[config.mk]
export PLATFORM = sky130hd
export DESIGN_NAME = mem_port_arbiter
export DESIGN_NICKNAME = d
export VERILOG_FILES = /design/src/rtl/mem_port_arbiter.sv
export SDC_FILE = /design/constraint.sdc
export NUM_CORES = 1
export LEC_CHECK = 0
export BUFFER_PORTS_ARGS = -buffer_cell sky130_fd_sc_hd__buf_2
export CAP_MARGIN = 15
export CORE_MARGIN = 2
export CORE_UTILIZATION = 51
export CTS_CLUSTER_SIZE = 10
export DETAILED_ROUTE_END_ITERATION = 7
export PLACE_DENSITY = 0.85
export SLEW_MARGIN = 20
export SYNTH_ARGS = -nofsm -noshare
export SYNTH_HDL_FRONTEND = slang
export SYNTH_SLANG_ARGS = --single-unit
export TNS_END_PERCENT = 100
[constraint.sdc]
create_clock -name clk -period 4 [get_ports clk]
set_input_delay 0.6 -clock clk [delete_from_list [all_inputs] [get_ports clk]]
set_output_delay 0.6 -clock clk [all_outputs]
set_load 0.01 [all_outputs]
[src/rtl/mem_port_arbiter.sv]
// Shares one single-port memory bus between instruction fetch and data access,
// serving at most one of each per pipeline advance (data first) with a per-transaction watchdog.
module mem_port_arbiter #(
    parameter int TO_W = 8
) (
    input  logic        clk,
    input  logic        rst,
    input  logic        im_req,
    input  logic [31:0] im_addr,
    output logic [31:0] im_rdata,
    input  logic        dm_req,
    input  logic [3:0]  dm_web,
    input  logic [31:0] dm_addr,
    input  logic [31:0] dm_wdata,
    output logic [31:0] dm_rdata,
    output logic        PCstall_axi,
    output logic        DMstall_axi,
    output logic        bus_req,
    output logic        bus_write,
    output logic [31:0] bus_addr,
    output logic [3:0]  bus_wstrb,
    output logic [31:0] bus_wdata,
    input  logic        bus_ready,
    input  logic [31:0] bus_rdata,
    output logic        bus_timeout
);

    typedef enum logic [1:0] {IDLE, DM, IM} state_t;

    // The counter holds the number of cycles already waited, so the transaction is forced
    // to complete in the cycle where that count would reach all-ones (2^TO_W-1 cycles total).
    localparam logic [TO_W-1:0] WD_LAST = {TO_W{1'b1}} - 1'b1;

    state_t          state_reg;
    logic            im_done_reg;
    logic            dm_done_reg;
    logic [TO_W-1:0] wd_reg;

    logic need_im, need_dm, advance, busy, expire, complete;
    logic unused_addr_bits;

    assign need_im     = im_req & ~im_done_reg;
    assign need_dm     = dm_req & ~dm_done_reg;
    assign PCstall_axi = need_im;
    assign DMstall_axi = need_dm;
    assign advance     = ~need_im & ~need_dm;
    assign busy        = (state_reg != IDLE);
    assign expire      = busy & ~bus_ready & (wd_reg == WD_LAST);
    assign complete    = busy & (bus_ready | expire);

    assign unused_addr_bits = ^{im_addr[1:0], dm_addr[1:0]};

    always_ff @(posedge clk or negedge rst) begin
        if (!rst) begin
            state_reg   <= IDLE;
            im_done_reg <= 1'b0;
            dm_done_reg <= 1'b0;
            wd_reg      <= '0;
            bus_req     <= 1'b0;
            bus_write   <= 1'b0;
            bus_addr    <= '0;
            bus_wstrb   <= '0;
            bus_wdata   <= '0;
            im_rdata    <= '0;
            dm_rdata    <= '0;
            bus_timeout <= 1'b0;
        end else begin
            if (advance) begin
                im_done_reg <= 1'b0;
                dm_done_reg <= 1'b0;
            end

            case (state_reg)
                IDLE: begin
                    if (need_dm) begin
                        state_reg <= DM;
                        bus_req   <= 1'b1;
                        bus_write <= |dm_web;
                        bus_addr  <= {dm_addr[31:2], 2'b00};
                        bus_wstrb <= dm_web;
                        bus_wdata <= dm_wdata;
                        wd_reg    <= '0;
                    end else if (need_im) begin
                        state_reg <= IM;
                        bus_req   <= 1'b1;
                        bus_write <= 1'b0;
                        bus_addr  <= {im_addr[31:2], 2'b00};
                        bus_wstrb <= 4'b0000;
                        bus_wdata <= '0;
                        wd_reg    <= '0;
                    end
                end
                DM: begin
                    if (complete) begin
                        state_reg <= IDLE;
                        bus_req   <= 1'b0;
                        // A request withdrawn mid-transaction leaves no trace on the CPU side.
                        if (dm_req) begin
                            dm_done_reg <= 1'b1;
                            dm_rdata    <= (bus_write || expire) ? 32'h0 : bus_rdata;
                        end
                    end else begin
                        wd_reg <= wd_reg + 1'b1;
                    end
                end
                IM: begin
                    if (complete) begin
                        state_reg <= IDLE;
                        bus_req   <= 1'b0;
                        if (im_req) begin
                            im_done_reg <= 1'b1;
                            im_rdata    <= expire ? 32'h0 : bus_rdata;
                        end
                    end else begin
                        wd_reg <= wd_reg + 1'b1;
                    end
                end
                default: state_reg <= IDLE;
            endcase

            if (expire) begin
                bus_timeout <= 1'b1;
            end
        end
    end

endmodule

==> qor.tcl <==
set qor(run_status) {finished clean}
set qor(drt_first_pass_iters) 7
set qor(fp.dieArea_mm2) 0.0133
set qor(die_width_um) 115
set qor(detailedRoute.firstIterationViolations) 405
set qor(area_share_of_and_or_nand_nor_cells_after_synthesis_pct) 10.1
set qor(r2r.worst_path.cells) 6
set qor(clkSlewWorstSetupHoldPaths_ps) 60
set qor(report.final.slew_viol_count) 0
set qor(worst_ir_drop_vdd_mv) 0.449
set qor(placeableCoreArea_mm2) 0.0121
set qor(cts_hold_buffers) 0
set qor(cts_made_buffers) 17
set qor(yosys.area_share.adder_pct) 1.19
set qor(slowest_stage) {sky130_fd_sc_hd__a221oi_4}
set qor(largestRegisters) {bus_wdata: 32 flops, dm_rdata: 32 flops, im_rdata: 32 flops}
set qor(depth_of_the_critical_timing_path_with_buffers_and_inverters_included) 6
set qor(synth.distinct_cells) 45
set qor(gp_congestion) 0.882
set qor(flow.area_growth_from_synthesis_pct) 31.1
set qor(yosys-mux-area-fraction_pct) 9.98
set qor(yosys_warnings) 0
set qor(fp-row-count) 40
set qor(tightest_slew_ps) 893
set qor(io-pin-count) 274
set qor(postSynth.topFlopCell) {sky130_fd_sc_hd__dfrtp_1}
set qor(whs_ps) 272
set qor(clock_sinks) 145
set qor(cpPeakStageDelay_ps) 600
set qor(initial_core_util_pct) 52.4
set qor(setup_crit_start_kind) {flip-flop}
set qor(grt_max_degree) 98
set qor(setup-tns-final_ps) 0
set qor(finalCritPeriodShare_pct) 67.7
set qor(port_buffers) 267
set qor(max-cap-violations) 0
set qor(global_route_wire_length_before_repair_um) 26400
set qor(chipHeight_um) 115
set qor(hold_viol) 0
set qor(synth_seq_area_share_pct) 57.4
set qor(place_hpwl_um) 11800
set qor(via_count_of_the_first_global_routing_pass) 5324
set qor(max_freq_mhz) 369
set qor(syn_inst) 587
set qor(final.fill_count) 945
set qor(antenna_cells) 0
set qor(power_density_of_the_placed_cells_mw_per_mm2) 772
set qor(min-delay-path-class) {in -> async}
set qor(cts.repair.resized) 0
set qor(fraction_of_final_layout_cells_sized_beyond_drive_strength_1_pct) 36.7
set qor(postSynthAreaPerCell_um2) 10.8
set qor(vias) 5380
set qor(detail_route.drc_violations) 0
set qor(worstPathArrival_ps) 3030
set qor(relSlewSlack_pct) 40.5
set qor(critical_path.n_buffers_inverters) 2
set qor(grtUsageTotal_pct) 25.6
set qor(timing.final.crit_period_ps) 2710
set qor(synth_top_area_share_pct) 57.4
set qor(postLayoutSetupSlackWorst_ps) 1290
set qor(clk_root_buffer_cell) {sky130_fd_sc_hd__clkbuf_16}
set qor(timing.critical_path.cells) {inv_1, ha_1, inv_2, a221oi_4, nand2_1, o221ai_1}
set qor(synth-edff-count) 0
set qor(clock_tree_from_tritoncts) {done}
set qor(fin_worst_skew_ps) 3.86
set qor(routedWlPerCell_um) 16.8
set qor(cellLeakagePower_nw) 4.35
set qor(h_tree_depth) 4
set qor(worst-endpoint-required_ps) 4320
set qor(post_cts.repair.setup_buffers) 0
set qor(worstSkewPairLatency_ps) 410
set qor(ys_async_sr_fraction_pct) 100
set qor(synth_top_cell_by_area) {sky130_fd_sc_hd__dfrtp_1}
set qor(worstSetupEndpointType) {flip-flop}
set qor(leading_post_synthesis_cells_by_cell_area) {sky130_fd_sc_hd__dfrtp_1 (57%), sky130_fd_sc_hd__mux2i_1 (10%), sky130_fd_sc_hd__o21ai_0 (5.1%), sky130_fd_sc_hd__a22o_1 (5.1%), sky130_fd_sc_hd__inv_1 (4.3%)}
set qor(nets) 983
set qor(grt_overflow_total) 0
set qor(critical_path_class) {reg -> reg}
set qor(routed_wl_um) 17100
set qor(antenna_violating_nets_post_route) 0
set qor(xor_and_xnor_area_share_after_synthesis_pct) 0
set qor(yosys_register_bits) 145
set qor(post_synth_instance_area_mm2) 0.00632
set qor(preCtsSetupSlack_ps) 1290
set qor(clk_path_buf_depth) 2
set qor(worst_path_dominant_cell_family) {compound AO/OA/AOI/OAI gates}
set qor(main_combinational_cell_family_by_area_after_synthesis) {compound AO/OA/AOI/OAI gates}
set qor(synth_compound_gate_area_share_pct) 13.5
set qor(critical_path.max_fanout) 34
set qor(viasPerCell) 5.27
set qor(rsz0062_at_grt) {no}
set qor(antenna_violations_before_repair) 0
set qor(finalSetupViolations) 0
## Yosys cell counts (4+ instances only)
master and count:
sky130_fd_sc_hd__a22o_1 37, sky130_fd_sc_hd__a31oi_1 7, sky130_fd_sc_hd__buf_2 9, sky130_fd_sc_hd__buf_4 5, sky130_fd_sc_hd__clkbuf_1 22, sky130_fd_sc_hd__dfrtp_1 145
sky130_fd_sc_hd__ha_1 6, sky130_fd_sc_hd__inv_1 73, sky130_fd_sc_hd__mux2i_1 63, sky130_fd_sc_hd__nand2_1 71, sky130_fd_sc_hd__nand3_1 4, sky130_fd_sc_hd__nand4_1 32
sky130_fd_sc_hd__o21ai_0 65
## cells by family after synthesis
family	Yosys count
buffers and inverters	117
flip-flops	145
multiplexers	63
adder cells (fa/ha/maj)	6
AND/OR/NAND/NOR	128
other	1
AO/OA/AOI/OAI	127
## final timing paths
path	start	to	slack [ps]
max reg2reg	state_reg[0]	wd_reg[6]	1290
min reg2reg	im_done_reg	im_done_reg	470
max	state_reg[0]	wd_reg[6]	1290
min	rst	im_rdata[16]	270
max in group asynchronous	rst	bus_addr[25]	2910
min in group clk	dm_wdata[13]	bus_wdata[13]	400
## power breakdown
group	total [mW]	switching [mW]	internal, mW	leakage [nW]
sequential	2.50	0.367	2.13	1.77
combinational	2.50	1.51	0.996	2.33
clock	1.39	0.558	0.832	0.257
## final cells by class
type | instances | area, um^2 | area share (%)
clock buffer | 25 | 485 | 5.86
inverter | 75 | 282 | 3.40
sequential | 145 | 3630 | 43.8
multi-input combinational | 326 | 2230 | 26.9
timing repair buffer | 275 | 1420 | 17.1
clock inverter | 6 | 32.5 | 0.393
tap | 168 | 210 | 2.54
## cell usage in the layout (no fill, tap or decap), types with 7 or more instances in the layout
cell	netlist	layout
sky130_fd_sc_hd__dfrtp_1	145	145
sky130_fd_sc_hd__o21ai_0	65	65
sky130_fd_sc_hd__buf_2	9	266
sky130_fd_sc_hd__inv_1	73	73
sky130_fd_sc_hd__mux2i_1	63	63
sky130_fd_sc_hd__clkbuf_16	0	17
sky130_fd_sc_hd__buf_4	5	7
sky130_fd_sc_hd__nand2_1	71	71
sky130_fd_sc_hd__nand4_1	32	32
sky130_fd_sc_hd__a22o_1	37	37
## per-layer routing
metal	vias to the layer above	global-route usage, %	routed length [um]
li1	2524	-	-
met5	-	0	0
met4	0	9.16	282
met1	2577	31.0	6790
met3	28	8.75	1530
met2	251	42.8	8510
## per-stage QoR
stage          std cells  power (mW)  utilization, %  instance area (um^2)
2_1_floorplan        588        3.93               -                  6320
3_3_place_gp         989        4.91            64.4                  7760
3_5_place_dp         989        5.00            64.4                  7760
4_1_cts             1020        6.44            68.7                  8280
5_1_grt             1020        6.84            68.7                  8280
6_report            1020        6.40            68.7                  8280
(Power assumes the default switching activity.)
